$ cat config.mk
export PLATFORM = sky130hd
export DESIGN_NAME = sal_arbiter_rr_n
export DESIGN_NICKNAME = d
export VERILOG_FILES = /design/src/rtl/sal_arbiter_rr_n.sv
export SDC_FILE = /design/constraint.sdc
export NUM_CORES = 1
export LEC_CHECK = 0
export CAP_MARGIN = 30
export CORE_AREA = 2 2 130 132
export CTS_CLUSTER_SIZE = 8
export DETAILED_ROUTE_END_ITERATION = 6
export DIE_AREA = 0 0 132 134
export PLACE_DENSITY = 0.64
export SYNTH_ARGS = -nofsm -noshare
export SYNTH_HDL_FRONTEND = slang
export SYNTH_SLANG_ARGS = --single-unit
$ cat constraint.sdc
create_clock -name clk -period 4.6 [get_ports clk]
set_input_delay 1.38 -clock clk [delete_from_list [all_inputs] [get_ports clk]]
set_output_delay 1.38 -clock clk [all_outputs]
set_load 0.05 [all_outputs]
$ cat src/rtl/sal_arbiter_rr_n.sv
// N-to-1 round-robin arbiter with packet lock, data mux and valid/ready output.
// Optional macro SAL_ARB_OUT_REG_EN inserts a 2-entry skid buffer on the output side.
module sal_arbiter_rr_n #(
    parameter int REQ_CNT     = 4,
    parameter int REQ_CNT_LG2 = $clog2(REQ_CNT),
    parameter int DATA_WIDTH  = 64
) (
    input  logic                   clk,
    input  logic                   rst,
    input  logic [REQ_CNT-1:0]     req_arr_i,
    input  logic [DATA_WIDTH-1:0]  data_arr_i [0:REQ_CNT-1],
    input  logic [REQ_CNT-1:0]     last_arr_i,
    output logic [REQ_CNT-1:0]     gnt_arr_o,
    output logic                   req_o,
    output logic [DATA_WIDTH-1:0]  data_o,
    output logic                   last_o,
    output logic [REQ_CNT_LG2-1:0] src_o,
    input  logic                   gnt_i
);

    typedef enum logic [0:0] {
        ST_IDLE   = 1'b0,
        ST_LOCKED = 1'b1
    } state_t;

    state_t                 state_r;
    state_t                 state_nxt_s;
    logic [REQ_CNT_LG2-1:0] prev_r;
    logic [REQ_CNT_LG2-1:0] prev_nxt_s;
    logic [REQ_CNT_LG2-1:0] owner_r;
    logic [REQ_CNT_LG2-1:0] owner_nxt_s;
    logic [REQ_CNT_LG2-1:0] win_idx_s;
    logic                   win_vld_s;
    logic [DATA_WIDTH-1:0]  sel_data_s;
    logic                   sel_last_s;
    logic                   acc_rdy_s;
    logic                   accept_s;

    // (base + ofs) mod REQ_CNT; ofs never exceeds REQ_CNT so one subtraction suffices
    function automatic logic [REQ_CNT_LG2-1:0] wrap_idx(
        input logic [REQ_CNT_LG2-1:0] base,
        input int                     ofs
    );
        int sum;
        sum = int'(base) + ofs;
        sum = (sum >= REQ_CNT) ? (sum - REQ_CNT) : sum;
        return sum[REQ_CNT_LG2-1:0];
    endfunction

    // Winner selection: rotating priority search in IDLE, forced owner in LOCKED
    always_comb begin
        win_idx_s = owner_r;
        win_vld_s = 1'b0;
        case (state_r)
            ST_LOCKED: begin
                win_idx_s = owner_r;
                win_vld_s = req_arr_i[owner_r];
            end
            ST_IDLE: begin
                // Scan from farthest to nearest so the nearest requester overwrites last
                for (int i = REQ_CNT; i >= 1; i--) begin
                    win_idx_s = req_arr_i[wrap_idx(prev_r, i)] ? wrap_idx(prev_r, i) : win_idx_s;
                end
                win_vld_s = |req_arr_i;
            end
            default: begin
                win_idx_s = owner_r;
                win_vld_s = 1'b0;
            end
        endcase
    end

    assign sel_data_s = data_arr_i[win_idx_s];
    assign sel_last_s = last_arr_i[win_idx_s];
    assign accept_s   = win_vld_s & acc_rdy_s & ~rst;

    // Pointer and lock bookkeeping, advanced only on an accepted beat
    always_comb begin
        prev_nxt_s  = prev_r;
        state_nxt_s = state_r;
        owner_nxt_s = owner_r;
        if (accept_s) begin
            prev_nxt_s = win_idx_s;
            if (sel_last_s) begin
                state_nxt_s = ST_IDLE;
            end else begin
                state_nxt_s = ST_LOCKED;
                owner_nxt_s = win_idx_s;
            end
        end else begin
            state_nxt_s = state_r;
        end
    end

    // Arbitration state registers
    always_ff @(posedge clk or posedge rst) begin
        if (rst) begin
            prev_r  <= REQ_CNT_LG2'(REQ_CNT - 1);
            state_r <= ST_IDLE;
            owner_r <= {REQ_CNT_LG2{1'b0}};
        end else begin
            prev_r  <= prev_nxt_s;
            state_r <= state_nxt_s;
            owner_r <= owner_nxt_s;
        end
    end

    // Requester-side accept strobe, one-hot on the accepted requester
    always_comb begin
        gnt_arr_o = {REQ_CNT{1'b0}};
        if (accept_s) begin
            gnt_arr_o[win_idx_s] = 1'b1;
        end else begin
            gnt_arr_o = {REQ_CNT{1'b0}};
        end
    end

`ifdef SAL_ARB_OUT_REG_EN

    logic                   head_vld_r;
    logic [DATA_WIDTH-1:0]  head_data_r;
    logic                   head_last_r;
    logic [REQ_CNT_LG2-1:0] head_src_r;
    logic                   skid_vld_r;
    logic [DATA_WIDTH-1:0]  skid_data_r;
    logic                   skid_last_r;
    logic [REQ_CNT_LG2-1:0] skid_src_r;
    logic                   pop_s;

    // Accept only while the skid slot is free, so gnt_i never reaches gnt_arr_o
    assign acc_rdy_s = ~skid_vld_r;
    assign pop_s     = head_vld_r & gnt_i;

    // Two-entry skid buffer: head drives the outputs, skid absorbs one stalled beat
    always_ff @(posedge clk or posedge rst) begin
        if (rst) begin
            head_vld_r  <= 1'b0;
            head_data_r <= {DATA_WIDTH{1'b0}};
            head_last_r <= 1'b0;
            head_src_r  <= {REQ_CNT_LG2{1'b0}};
            skid_vld_r  <= 1'b0;
            skid_data_r <= {DATA_WIDTH{1'b0}};
            skid_last_r <= 1'b0;
            skid_src_r  <= {REQ_CNT_LG2{1'b0}};
        end else if (pop_s && skid_vld_r) begin
            head_vld_r  <= 1'b1;
            head_data_r <= skid_data_r;
            head_last_r <= skid_last_r;
            head_src_r  <= skid_src_r;
            skid_vld_r  <= 1'b0;
            skid_data_r <= {DATA_WIDTH{1'b0}};
            skid_last_r <= 1'b0;
            skid_src_r  <= {REQ_CNT_LG2{1'b0}};
        end else if (accept_s && (pop_s || !head_vld_r)) begin
            head_vld_r  <= 1'b1;
            head_data_r <= sel_data_s;
            head_last_r <= sel_last_s;
            head_src_r  <= win_idx_s;
        end else if (accept_s) begin
            skid_vld_r  <= 1'b1;
            skid_data_r <= sel_data_s;
            skid_last_r <= sel_last_s;
            skid_src_r  <= win_idx_s;
        end else if (pop_s) begin
            head_vld_r  <= 1'b0;
            head_data_r <= {DATA_WIDTH{1'b0}};
            head_last_r <= 1'b0;
            head_src_r  <= {REQ_CNT_LG2{1'b0}};
        end else begin
            head_vld_r  <= head_vld_r;
            skid_vld_r  <= skid_vld_r;
        end
    end

    assign req_o  = head_vld_r;
    assign data_o = head_data_r;
    assign last_o = head_last_r;
    assign src_o  = head_src_r;

`else

    assign acc_rdy_s = gnt_i;

    // Zero-latency output path straight from the winner
    always_comb begin
        req_o  = 1'b0;
        data_o = {DATA_WIDTH{1'b0}};
        last_o = 1'b0;
        src_o  = {REQ_CNT_LG2{1'b0}};
        if (win_vld_s && !rst) begin
            req_o  = 1'b1;
            data_o = sel_data_s;
            last_o = sel_last_s;
            src_o  = win_idx_s;
        end else begin
            req_o  = 1'b0;
            data_o = {DATA_WIDTH{1'b0}};
        end
    end

`endif

endmodule

==> impl_metrics.ini <==
[outcome]
status = complete, but fails checks
violations_in_the_final_reports = negative setup slack

[synth]
avgSynthCellArea_um2 = 8.266
share_of_the_synthesized_area_in_the_top_cell_type = 0.2397
yosys_register_bits = 5
post_synthesis_net_count = 625
synth.lib_cells_used.distinct = 42
synth-seq-area-share = 0.04313
syn-instance-count = 358
ys_async_sr_fraction = 1.000
ys_dominant_reg_cell = sky130_fd_sc_hd__dfrtp_1
yosys.area.top_type = sky130_fd_sc_hd__mux2_2
synth.top_cells.by_area = sky130_fd_sc_hd__mux2_2 (24%), sky130_fd_sc_hd__mux2i_1 (22%), sky130_fd_sc_hd__a211oi_1 (16%)
synth-edff-count = 0
synthesis.area_um2 = 2959
ys.warnings.count = 0

[clock_network]
clkTransAtPathRegs_ps = 30
tritoncts.num_buffers = 3
clk_latency_ps = 230
root_driver = sky130_fd_sc_hd__clkbuf_16
htreeDepth = 1
clock_sink_count = 5
tritoncts = built
ctsLongestPathBuffers = 2

[grt]
grt_start_max_net_pins = 21
antenna_found_initial = 0
grt_first_pass_wirelength_mm = 29.33
grt_usage = 0.2080
grt-ovfl-total = 0
first_global_vias = 5295

[pwr]
static-leakage-power_uw = 0.003717
ir_worst_vdd_mv = 0.4024
netSwitchingFraction = 0.4879
comb_power_share = 0.965
fin_total_pwr_uw = 7608
intPower_uw = 3896
total_switching_power_uw = 3712
power.clock.fraction = 0.019
sequentialPowerShare = 0.016
powerDensity_nw_per_um2 = 735.9

[setup_path]
crit_buf_inv = 5
crit_path_cell_trace = buf_8 > nor2b_4 > nor4b_4 > nor2_2 > o21ai_4 > buf_12 > buf_12 > buf_16 > mux2_4 > nor2_2 > a211oi_2 > clkbuf_16
critical_path.reg2reg.endpoint = owner_r[0]$_DFFE_PP0P_
cp_max_fo = 6
crit_type = in -> out
critical_register_to_register_path_startpoint = prev_r[1]$_DFFE_PP1P_
sort_of_element_at_the_start_of_the_critical_path = primary input
crit_arrival_ps = 3380
timing.critical_path.max_delay_family = buffers and inverters
timing.reg2reg.worst_path_depth = 9
worstPathRequired_ps = 3220
reg2reg_slack_ps = 1850
worst_path_max_delay_cell = sky130_fd_sc_hd__nor4b_4
cp_slowest_stage_delay_ps = 330
worstSetupEndpointType = primary output

[floorplan]
die_w_um = 132
die_area_um2 = 17690
placeableCoreArea_um2 = 16290
ios = 339
initial_utilization = 0.1817
dieHeight_um = 134
row_count = 47

[cells_and_area]
fillCellCount = 1194
layout_commonest_cell = sky130_fd_sc_hd__clkdlybuf4s50_1
diodes = 0
number_of_nets_in_the_final_layout = 1044
area_delta_synth_final_pct = 249.3
final_cells = 996
most-common-layout-cells = sky130_fd_sc_hd__clkdlybuf4s50_1 (262), sky130_fd_sc_hd__nor2_4 (64), sky130_fd_sc_hd__a211oi_4 (63), sky130_fd_sc_hd__buf_6 (63), sky130_fd_sc_hd__buf_4 (56)
multi_input_area_um2 = 4638
final_layout_size_suffix_gt1_frac = 0.5889
seq_area_um2 = 127.6

[timing]
total_count_of_max_transition_violations_in_the_final_report = 0
post_layout_worst_setup_margin_ps = -156.2
clock-skew-final_ps = 0.2095
worst_pin_slew_ps = 429.1
slew_headroom = 0.7122
timing.hold.ws_ps = 539.8
fmax_mhz = 210.3
setup_viol_count_final = 63
fin_setup_tns_ps = -5899
timing.final.crit_period_ps = 4756
report.final.hold_viol_count = 0
final.period_utilization = 1.034
rsz0062_at_grt = true

[drt]
num_vias = 4631
dr.first_iter.drc_count = 90
drt-pass1-iter-count = 4
route.detailed.wl_per_inst_um = 19.82
via_per_inst = 4.650
finalWirelength_mm = 19.74
route.detailed.drc = 0
drt.antenna.violating_nets = 0

[place]
dpl_worst_slack_ps = -889.4
gpl.final_weighted_congestion = 0.8867
dp_cells = 961
hpwlAfterDp_mm = 14.20
portBuffers = 338

[hold_path]
worstHoldPathType = reg -> reg
hold-path-endpoint = prev_r[1]$_DFFE_PP1P_
worst_hold_startpoint = prev_r[1]$_DFFE_PP1P_
cells_on_worst_hold_path = 2

[run]
drv.max_cap_violation_count = 0
## sequential cells by signal, summed over array words and instances (netlist names)
register / count
owner_r: 2
prev_r: 2
state_r: 1
## cells in the mapped netlist, types with 2 or more instances
master,number
sky130_fd_sc_hd__o21ai_0,6
sky130_fd_sc_hd__mux2_2,63
sky130_fd_sc_hd__o211ai_1,2
sky130_fd_sc_hd__buf_12,7
sky130_fd_sc_hd__inv_1,5
sky130_fd_sc_hd__buf_1,3
sky130_fd_sc_hd__nand2b_1,2
sky130_fd_sc_hd__mux2_1,2
sky130_fd_sc_hd__buf_2,3
sky130_fd_sc_hd__a211oi_2,2
sky130_fd_sc_hd__buf_6,7
sky130_fd_sc_hd__a21oi_1,2
sky130_fd_sc_hd__dfstp_2,2
sky130_fd_sc_hd__a211oi_1,64
sky130_fd_sc_hd__nand3_1,2
sky130_fd_sc_hd__clkbuf_1,16
sky130_fd_sc_hd__dfrtp_1,3
sky130_fd_sc_hd__nor2_1,70
sky130_fd_sc_hd__nand2_1,5
sky130_fd_sc_hd__mux2i_1,66
sky130_fd_sc_hd__nor2b_1,3
sky130_fd_sc_hd__a31oi_1,2
sky130_fd_sc_hd__nor4_1,2
## through the flow
step	utilization	instance area [um^2]
after floorplan	-	3914
after global placement	0.5035	8202
after detailed placement	0.5035	8202
after CTS	0.6157	10030
after global routing	0.6346	10340
final	0.6346	10340
## cells by family (layout without fill, tap and decap cells)
logic type,Yosys count,count (layout),share of synthesized area
multiplexers,132,132,0.4782
AND/OR/NAND/NOR,91,91,0.1366
AO/OA/AOI/OAI,89,89,0.2326
buffers and inverters,41,459,0.1095
flip-flops,5,5,0.04313
## final cells by class
cell class,count,share of cell area
clock buffer,4,0.007625
inverter,5,0.001816
multi-input combinational,312,0.4487
sequential,5,0.01235
tap,220,0.02663
timing repair buffer,450,0.5029
## how the worst max path moves through the flow
stage	from	end	slack, ps	cells past startpoint
finish	req_arr_i[3]	data_o[0]	-160	12
global route	req_arr_i[1]	data_o[0]	-220	12
CTS	req_arr_i[3]	data_o[19]	-150	12
global placement	req_arr_i[0]	data_o[19]	-810	12
floorplan	req_arr_i[1]	data_o[63]	-690	8
detailed placement	req_arr_i[0]	data_o[19]	-890	12
## worst min-delay path: stages (launching register included)
cell	delay (ps)
sky130_fd_sc_hd__dfstp_2	410
sky130_fd_sc_hd__nand2_1	70
sky130_fd_sc_hd__nand2_1	50
## layer usage
layer | track usage | share of wire
met2 | 0.4201 | 0.57
met1 | 0.2115 | 0.33
met4 | 0.05797 | 0.026
met3 | 0.04762 | 0.071
met5 | 0 | 0
## power by group through the flow
stage,clock (uW),combinational (uW),sequential (uW)
final,142,7340,123
after global routing,148,7650,126
after CTS,144,7050,118
after detailed placement,0,5220,112
after global placement,0,5150,110
after floorplan,0,3560,101
## timing repair
item | CTS | global route
buffers inserted | 20 | 5
pin swaps | 22 | 22
hold buffers | 0 | 0
cloned | 9 | 4
setup endpoints to repair | 72 | 68
endpoints found under the hold margin | 0 | 0
gates resized for setup | 339 | 48
Note: power is estimated with default switching activity, not from simulation.
